## src/rtl/mem_ctrl_pkg.sv

```systemverilog
// Shared types for the byte-wide memory controller: FSM states, request/owner codes,
// transfer-length codes and the length-to-last-byte helper.
package mem_ctrl_pkg;

    localparam int unsigned ADDR_W = 32;
    localparam int unsigned DATA_W = 32;
    localparam int unsigned BYTE_W = 8;
    localparam int unsigned LEN_W  = 3;
    localparam int unsigned CNT_W  = 2;

    typedef enum logic [2:0] {
        ST_IDLE    = 3'd0,
        ST_MEM_RD  = 3'd1,
        ST_MEM_WR  = 3'd2,
        ST_RD_TAIL = 3'd3,
        ST_DONE    = 3'd4
    } state_e;

    typedef enum logic [1:0] {
        REQ_NONE  = 2'b00,
        REQ_LOAD  = 2'b01,
        REQ_STORE = 2'b10
    } mem_req_e;

    typedef enum logic [1:0] {
        OWN_NONE = 2'b00,
        OWN_IF   = 2'b01,
        OWN_MEM  = 2'b10
    } owner_e;

    localparam logic [LEN_W-1:0] LEN_1 = 3'd1;
    localparam logic [LEN_W-1:0] LEN_2 = 3'd2;
    localparam logic [LEN_W-1:0] LEN_4 = 3'd4;

    // Index of the final byte of a transfer; unsupported lengths move a full word.
    function automatic logic [CNT_W-1:0] last_idx(input logic [LEN_W-1:0] len);
        case (len)
            LEN_1:   return 2'd0;
            LEN_2:   return 2'd1;
            default: return 2'd3;
        endcase
    endfunction

endpackage

```

## src/rtl/mem_ctrl_if.sv

```systemverilog
// IF/MEM request bus plus the single-port byte RAM bus seen by mem_ctrl.
interface mem_ctrl_if;
    import mem_ctrl_pkg::*;

    logic                if_request;
    logic [ADDR_W-1:0]   if_addr;
    logic [1:0]          mem_request;
    logic [ADDR_W-1:0]   mem_addr;
    logic [LEN_W-1:0]    mem_len;
    logic [DATA_W-1:0]   mem_wdata;
    logic [BYTE_W-1:0]   mem_ctrl_data;
    logic [1:0]          if_or_mem_o;
    logic [DATA_W-1:0]   mem_rdata;
    logic                mem_done;
    logic                stall_req;
    logic [BYTE_W-1:0]   ram_din;
    logic [BYTE_W-1:0]   ram_dout;
    logic [ADDR_W-1:0]   ram_a;
    logic                ram_wr;

    modport slave (
        input  if_request, if_addr, mem_request, mem_addr, mem_len, mem_wdata, ram_din,
        output mem_ctrl_data, if_or_mem_o, mem_rdata, mem_done, stall_req,
               ram_dout, ram_a, ram_wr
    );

    modport master (
        output if_request, if_addr, mem_request, mem_addr, mem_len, mem_wdata, ram_din,
        input  mem_ctrl_data, if_or_mem_o, mem_rdata, mem_done, stall_req,
               ram_dout, ram_a, ram_wr
    );
endinterface

```

## src/rtl/mem_ctrl.sv

```systemverilog
// Arbitrates one byte-wide RAM port between instruction fetch (pass-through in IDLE)
// and multi-byte MEM loads/stores, assembling or splitting little-endian words.
module mem_ctrl
    import mem_ctrl_pkg::*;
(
    input  logic       clk,
    input  logic       rst,
    mem_ctrl_if.slave  bus
);

    state_e              state_q, state_d;
    logic [CNT_W-1:0]    cnt_q, cnt_d;
    logic [DATA_W-1:0]   rdata_q, rdata_d;
    logic [BYTE_W-1:0]   data_q;
    logic [1:0]          owner_q, owner_d;
    logic                done_q;

    logic [CNT_W-1:0]    last_c;
    logic [CNT_W-1:0]    prev_lane_c;
    logic [ADDR_W-1:0]   mem_a_c;
    logic [ADDR_W-1:0]   ram_a_c;
    logic [BYTE_W-1:0]   ram_dout_c;
    logic                ram_wr_c;
    logic                stall_c;

    assign last_c      = last_idx(bus.mem_len);
    assign prev_lane_c = cnt_q - 2'd1;
    assign mem_a_c     = bus.mem_addr + ADDR_W'(cnt_q);

    // Next state, byte-lane capture/select and RAM port steering.
    always_comb begin
        state_d    = state_q;
        cnt_d      = cnt_q;
        rdata_d    = rdata_q;
        owner_d    = OWN_NONE;
        ram_a_c    = bus.if_addr;
        ram_wr_c   = 1'b0;
        ram_dout_c = '0;
        stall_c    = 1'b0;

        unique case (state_q)
            ST_IDLE: begin
                if (bus.mem_request == REQ_LOAD) begin
                    stall_c = 1'b1;
                    cnt_d   = '0;
                    rdata_d = '0;
                    state_d = ST_MEM_RD;
                end else if (bus.mem_request == REQ_STORE) begin
                    stall_c = 1'b1;
                    cnt_d   = '0;
                    state_d = ST_MEM_WR;
                end else if (bus.if_request) begin
                    owner_d = OWN_IF;
                end
            end
            ST_MEM_RD: begin
                stall_c = 1'b1;
                owner_d = OWN_MEM;
                ram_a_c = mem_a_c;
                // RAM returns a byte one cycle late, so lane cnt-1 arrives now.
                if (cnt_q != '0) rdata_d[{prev_lane_c, 3'b000} +: BYTE_W] = bus.ram_din;
                if (cnt_q == last_c) state_d = ST_RD_TAIL;
                else                 cnt_d   = cnt_q + 2'd1;
            end
            ST_RD_TAIL: begin
                stall_c = 1'b1;
                rdata_d[{cnt_q, 3'b000} +: BYTE_W] = bus.ram_din;
                state_d = ST_DONE;
            end
            ST_MEM_WR: begin
                stall_c    = 1'b1;
                ram_a_c    = mem_a_c;
                ram_wr_c   = 1'b1;
                ram_dout_c = bus.mem_wdata[{cnt_q, 3'b000} +: BYTE_W];
                if (cnt_q == last_c) state_d = ST_DONE;
                else                 cnt_d   = cnt_q + 2'd1;
            end
            ST_DONE: begin
                stall_c = 1'b1;
                state_d = ST_IDLE;
            end
            default: state_d = ST_IDLE;
        endcase
    end

    always_ff @(posedge clk or posedge rst) begin
        if (rst) begin
            state_q <= ST_IDLE;
            cnt_q   <= '0;
            rdata_q <= '0;
            data_q  <= '0;
            owner_q <= OWN_NONE;
            done_q  <= 1'b0;
        end else begin
            state_q <= state_d;
            cnt_q   <= cnt_d;
            rdata_q <= rdata_d;
            data_q  <= bus.ram_din;
            owner_q <= owner_d;
            done_q  <= (state_d == ST_DONE);
        end
    end

    assign bus.ram_a         = ram_a_c;
    assign bus.ram_dout      = ram_dout_c;
    assign bus.ram_wr        = ram_wr_c & ~rst;
    assign bus.stall_req     = stall_c & ~rst;
    assign bus.mem_ctrl_data = data_q;
    assign bus.if_or_mem_o   = owner_q;
    assign bus.mem_rdata     = rdata_q;
    assign bus.mem_done      = done_q;

endmodule
```

## src/flat_wrapper.sv

```systemverilog
// flat-port wrapper written by rule: the top's interface ports become plain ports
module mem_ctrl_flat import mem_ctrl_pkg::*;
  (clk, rst, bus_if_request, bus_if_addr, bus_mem_request, bus_mem_addr, bus_mem_len, bus_mem_wdata, bus_ram_din, bus_mem_ctrl_data, bus_if_or_mem_o, bus_mem_rdata, bus_mem_done, bus_stall_req, bus_ram_dout, bus_ram_a, bus_ram_wr);
  mem_ctrl_if bus_i ();
  input  logic clk;
  input  logic rst;
  input wire logic [$bits(bus_i.if_request)-1:0] bus_if_request;
  input wire logic [$bits(bus_i.if_addr)-1:0] bus_if_addr;
  input wire logic [$bits(bus_i.mem_request)-1:0] bus_mem_request;
  input wire logic [$bits(bus_i.mem_addr)-1:0] bus_mem_addr;
  input wire logic [$bits(bus_i.mem_len)-1:0] bus_mem_len;
  input wire logic [$bits(bus_i.mem_wdata)-1:0] bus_mem_wdata;
  input wire logic [$bits(bus_i.ram_din)-1:0] bus_ram_din;
  output wire logic [$bits(bus_i.mem_ctrl_data)-1:0] bus_mem_ctrl_data;
  output wire logic [$bits(bus_i.if_or_mem_o)-1:0] bus_if_or_mem_o;
  output wire logic [$bits(bus_i.mem_rdata)-1:0] bus_mem_rdata;
  output wire logic [$bits(bus_i.mem_done)-1:0] bus_mem_done;
  output wire logic [$bits(bus_i.stall_req)-1:0] bus_stall_req;
  output wire logic [$bits(bus_i.ram_dout)-1:0] bus_ram_dout;
  output wire logic [$bits(bus_i.ram_a)-1:0] bus_ram_a;
  output wire logic [$bits(bus_i.ram_wr)-1:0] bus_ram_wr;
  assign bus_i.if_request = bus_if_request;
  assign bus_i.if_addr = bus_if_addr;
  assign bus_i.mem_request = bus_mem_request;
  assign bus_i.mem_addr = bus_mem_addr;
  assign bus_i.mem_len = bus_mem_len;
  assign bus_i.mem_wdata = bus_mem_wdata;
  assign bus_i.ram_din = bus_ram_din;
  assign bus_mem_ctrl_data = bus_i.mem_ctrl_data;
  assign bus_if_or_mem_o = bus_i.if_or_mem_o;
  assign bus_mem_rdata = bus_i.mem_rdata;
  assign bus_mem_done = bus_i.mem_done;
  assign bus_stall_req = bus_i.stall_req;
  assign bus_ram_dout = bus_i.ram_dout;
  assign bus_ram_a = bus_i.ram_a;
  assign bus_ram_wr = bus_i.ram_wr;
  mem_ctrl u_core (.clk(clk), .rst(rst), .bus(bus_i));
endmodule
```

## config.mk

```make
export PLATFORM = sky130hd
export DESIGN_NAME = mem_ctrl_flat
export DESIGN_NICKNAME = d
export VERILOG_FILES = /design/src/rtl/mem_ctrl_pkg.sv /design/src/rtl/mem_ctrl_if.sv /design/src/rtl/mem_ctrl.sv /design/src/flat_wrapper.sv
export SDC_FILE = /design/constraint.sdc
export NUM_CORES = 1
export LEC_CHECK = 0
export ABC_CLOCK_PERIOD_IN_PS = 9500
export CAP_MARGIN = 0
export CORE_MARGIN = 5
export CORE_UTILIZATION = 44
export DETAILED_ROUTE_END_ITERATION = 6
export GPL_ROUTABILITY_DRIVEN = 0
export PLACE_DENSITY = 0.92
export SYNTH_ARGS = -nofsm -noshare
export SYNTH_HDL_FRONTEND = slang
export SYNTH_SLANG_ARGS = --single-unit
```

## constraint.sdc

```tcl
create_clock -name clk -period 9.5 [get_ports clk]
set_input_delay 1.9 -clock clk [delete_from_list [all_inputs] [get_ports clk]]
set_output_delay 1.9 -clock clk [all_outputs]
set_load 0.01 [all_outputs]
```

Word level (Yosys, flattened, before mapping)
Index checks and enable logic that the tools add are counted.

Flip-flop bits (word level): 48. Latch bits: 0. Bits in writable memories: 0. Memory bits (read-only): 0. Output and inout port bits: 85. Memories kept: 0.

Add/subtract/negate cells: 5. Multiply operators: 0. Divide/modulo/power cells: 0. $lt $le $gt $ge: 0. Equal/unequal tests: 14. Shift-type cells: 5. Multiplexer cells: 25. Bitwise gates (word level): 3. Reductions and logical operators: 8.

Operator list (count): two-way mux 32 bit (3); case mux 32 bit (3 select lines) (1); bitwise mux 32 bit (2); variable shift 8 x 7 -> 32 bit, first input constant (2); variable part select 8 x 7 -> 32 bit (2); adder 32 x 2 -> 32 bit (1); variable part select 32 x 6 -> 8 bit (1); negator 5 -> 7 bit (2); two-way mux 3 bit (4); case mux 2 bit (2 select lines) (3); case mux 3 bit (4 select lines) (1); two-way mux 2 bit (5); == test 3 x 2 -> 1 bit, second input constant (3); two-way mux 8 bit (1); == test 3 x 1 -> 1 bit, second input constant (2); == test 3 bit, second input constant (2); AND reduction 3 bit (2); two-way mux 1 bit (4); inequality test 2 x 1 -> 1 bit, second input constant (2); nonzero test 2 bit (2); OR reduction 4 bit (1); logical NOT 3 bit (1); inequality test 3 x 1 -> 1 bit, second input constant (1); nonzero test 3 bit (1); 10 further kinds (11).

Longest topological paths before layout
Depth in word-level cells: 6. Gate-level depth with buffers: 9. Mapped depth without buffers: 7.

Worst setup path before layout
Ideal clock, no wire load.

Path kind: input to output. Start point: in bus_mem_addr[0]. End point: out bus_ram_a[24]. Arrival: 3742 ps. Required time: 7600 ps. Slack: 3858 ps. Cell stages on the path: 9. Path buffers: 2. Path through: ha_1 > inv_1 > fa_1 > and3b_1 > buf_6 > nand3_4 > buf_6 > or4_1 > a31oi_1.

Word-level cells in the longest chain between the ends: 2.

RTL lines: from (decl) (line flat_wrapper.sv:10) `input wire logic [$bits(bus_i.mem_addr)-1:0] bus_mem_addr;`; adder 32 x 2 -> 32 bit (line mem_ctrl.sv:28) `assign mem_a_c = bus.mem_addr + ADDR_W'(cnt_q);`; two-way mux 32 bit (line mem_ctrl.sv:41) `unique case (state_q)`; to (decl) (line flat_wrapper.sv:20) `output wire logic [$bits(bus_i.ram_a)-1:0] bus_ram_a;`.

No other way between the ends.

Worst setup path after layout
Start point: in bus_mem_addr[0]. End point: out bus_ram_a[30].

Same word-level chain as after synthesis.

==> summary.md <==
| Metric | Value |
|---|---|
| Status | `finished clean` |
| # diodes | `0` |
| Crit path time final | `6.86 ns` |
| Buf/Inv on CP | `3` |
| Sw Share | `44.2%` |
| Yosys cell types | `56` |
| Share of layout cells above drive strength 1 | `4.67%` |
| HPWL Detailed | `10.8 mm` |
| Post-CTS Setup Repair Bufs | `0` |
| Initial antenna violation count | `0` |
| Grt ovf | `0` |
| RSZ-0062 raised after global routing | `no` |
| Initial Util | `45.3%` |
| Syn Std Cell Area | `3740 µm²` |
| Layout overhead on the synthesized area | `55.1%` |
| CP most frequent cell | `clkdlybuf4s50_1` |
| DR pass1 iterations | `6` |
| Cell Int Power | `0.824 mW` |
| Period Utilization, post-route | `72.2%` |
| Flop pwr share | `21.2%` |
| Number of flops mapped to enable cells by yosys | `0` |
| Count of input and output buffers | `196` |
| Crit start category | `input pin` |
| Req. time, crit path | `7.60 ns` |
| Clk network pwr share | `8.7%` |
| Clk Latency, worst-skew pair | `0.31 ns` |
| Root buf cell | `clkbuf_8` |
| Drt drc | `0` |
| Mapped Cells | `423` |
| Layout fillers | `633` |
| Seq/Total Area, Yosys | `32.1%` |
| Synth top area share | `32.1%` |
| Placed cell count | `697` |
| Dominant cell type by area after synthesis | `dfrtp_1` |
| Post-Syn Area per Cell | `8.85 µm²` |
| Chip Width | `102 µm` |
| I/O pin total | `197` |
| PostCTS Resize Cnt | `0` |
| Total die area | `10500 µm²` |
| Most frequent cells in the layout | `clkdlybuf4s50_1, dfrtp_1, nor2_1, nand2_1, nor2b_1` |
| First DRT Iteration DRCs | `325` |
| Async SR Flop Fraction | `100%` |
| Yosys reg bits | `48` |
| CP delay by family, top | `simple AND/OR/NAND/NOR gates` |
| CP Depth | `9` |
| Clock skew | `0.00772 ns` |
| Reg clk slew, reported paths | `0.09 ns` |
| Crit-path cells | `clkdlybuf4s50_1 -> ha_1 -> inv_1 -> fa_1 -> and3b_1 -> nand3_4 -> or4_1 -> a31oi_1 -> clkdlybuf4s50_1` |
| Number of max-cap violations | `0` |
| Setup TNS | `0 ns` |
| Psw | `0.654 mW` |
| Mean routed wirelength per cell | `19.6 µm` |
| Synth top area cells | `dfrtp_1, mux4_2, nor2b_1` |
| Vias | `4198` |
| Commonest non-fill, non-tap cell in the layout | `clkdlybuf4s50_1` |
| Slowest CP cell | `clkdlybuf4s50_1` |
| Worst EP arrival | `4.96 ns` |
| Clock Path Buffers | `2` |
| Worst Hold Class | `reg -> reg` |
| Post-CTS Hold Fix Bufs | `0` |
| Via density | `5.95` |
| Comb power frac | `70.1%` |
| Clock buffer count from CTS | `5` |
| Nets in the synthesized netlist | `546` |
| CP Class | `in -> out` |
| Routed wire length | `13.8 mm` |
| Final Setup Violations | `0` |
| Least-Margin Pin Slew | `1.17 ns` |
| Post-route ant nets | `0` |
| First-pass GRT wire length | `21.5 mm` |
| Crit end category | `output port` |
| Vias in the first global route | `4111` |
| Critical Path Max Stage Delay | `0.57 ns` |
| Worst-path maximum fanout | `12` |
| Die Y-Extent | `102 µm` |
| Tot GR Track Use | `26.1%` |
| Rows | `33` |
| Final net count | `722` |
| Synth Flop Type | `dfrtp_1` |
| Count of pins over their slew limit | `0` |
| Slew HR | `21.2%` |
| Hold depth | `1` |
| Core area | `8260 µm²` |
| Highest Clock Rate | `146 MHz` |
| TritonCTS clock tree | `done` |
| IR drop worst, VDD | `0.000153 V` |
| Htree depth | `2` |
| Yosys warns | `0` |
| Num Clock Sinks | `48` |
| Hold Vio Cnt, Final | `0` |
| FF-to-FF path depth | `6` |
| Largest net degree at the start of global routing | `50` |
| Leak pwr | `2.33 nW` |
| Cell Pwr Density | `255 nW/µm²` |
| Fin cells | `705` |
metrics by stage:
stage / hold slack [ns] / total power [mW] / util [%] / instance area [µm²] / worst slack (ns)
floorplan: 0.530 / 0.845 / - / 3740 / 3.86
global placement: 0.478 / 1.31 / 69.1 / 5710 / 2.76
detailed placement: 0.488 / 1.34 / 69.1 / 5710 / 2.67
CTS: 0.514 / 1.48 / 70.3 / 5800 / 2.68
global route: 0.530 / 1.57 / 70.3 / 5800 / 2.53
finish: 0.512 / 1.48 / 70.3 / 5800 / 2.64
final cells by class:
| class | instances | area, µm² | area share, % |
|---|---|---|---|
| Multi-Input combinational cell | 336 | 2360 | 40.7 |
| Timing Repair Buffer | 198 | 1980 | 34.1 |
| Sequential cell | 48 | 1200 | 20.7 |
| Tap cell | 105 | 131 | 2.26 |
| Clock buffer | 6 | 82.6 | 1.42 |
| Inverter | 10 | 37.5 | 0.647 |
| Clock inverter | 2 | 13.8 | 0.237 |
final timing paths:
| check | from | endpoint | slack (ns) |
|---|---|---|---|
| max | bus_mem_addr[0] | bus_ram_a[30] | 2.64 |
| min | u_core.bus.mem_rdata[13]$_DFFE_PP0P_ | u_core.bus.mem_rdata[13]$_DFFE_PP0P_ | 0.51 |
| max reg2reg | u_core.cnt_q[1]$_DFFE_PP0P_ | u_core.bus.mem_rdata[28]$_DFFE_PP0P_ | 6.36 |
| min reg2reg | u_core.bus.mem_rdata[13]$_DFFE_PP0P_ | u_core.bus.mem_rdata[13]$_DFFE_PP0P_ | 0.51 |
| max in group asynchronous | rst | u_core.bus.mem_rdata[20]$_DFFE_PP0P_ | 6.74 |
| min in group asynchronous | rst | u_core.bus.if_or_mem_o[0]$_DFF_PP0_ | 2.16 |
power groups by stage:
stage | Combinational, mW | Clock, mW | Sequential [mW]
2_1_floorplan | 0.553 | 0 | 0.292
3_3_place_gp | 1.00 | 0 | 0.308
3_5_place_dp | 1.02 | 0 | 0.313
4_1_cts | 1.03 | 0.131 | 0.311
5_1_grt | 1.12 | 0.138 | 0.320
6_report | 1.04 | 0.129 | 0.313
cells by family after synthesis:
group | count (synthesis) | share of synthesized area, %
muxes | 10 | 5.35
DFF | 48 | 32.1
adders and majority gates | 11 | 3.88
AOI/OAI and AO/OA | 122 | 23.0
buffers and inverters | 39 | 4.91
and+or+nand+nor | 179 | 27.5
xor gates and xnor gates | 14 | 3.28
Yosys cell counts, drive strengths merged (3+ instances only):
library cell / n
dfrtp: 48
nor2: 38
nand2: 29
nor2b: 28
o21ai: 25
a21oi: 18
a31oi: 18
a22o: 16
buf: 15
a221o: 14
clkbuf: 14
nand3: 11
nand4: 11
xor2: 11
and3: 10
ha: 10
inv: 10
or3: 10
o31ai: 9
mux4: 8
or4: 8
a21o: 5
and2: 5
and4: 5
nor3: 5
a211o: 4
nor3b: 4
and4b: 3
nand2b: 3
o211a: 3
xnor2: 3
registers in the layout (all words and copies together), names as in the netlist:
register / flops
u_core.bus.mem_rdata: 32
u_core.state_q: 3
u_core.bus.mem_ctrl_data: 8
u_core.cnt_q: 2
u_core.bus.mem_done: 1
u_core.bus.if_or_mem_o: 2
layer usage:
metal  vias up  wire length [µm]  global-route usage [%]
met5         -                 0                       0
met4         0               452                    8.78
met3        33              1080                    4.91
met2       231              7140                    45.2
met1      1985              5160                    32.8
li1       1949                 -                       -
Power figures use the tool's default switching activity.
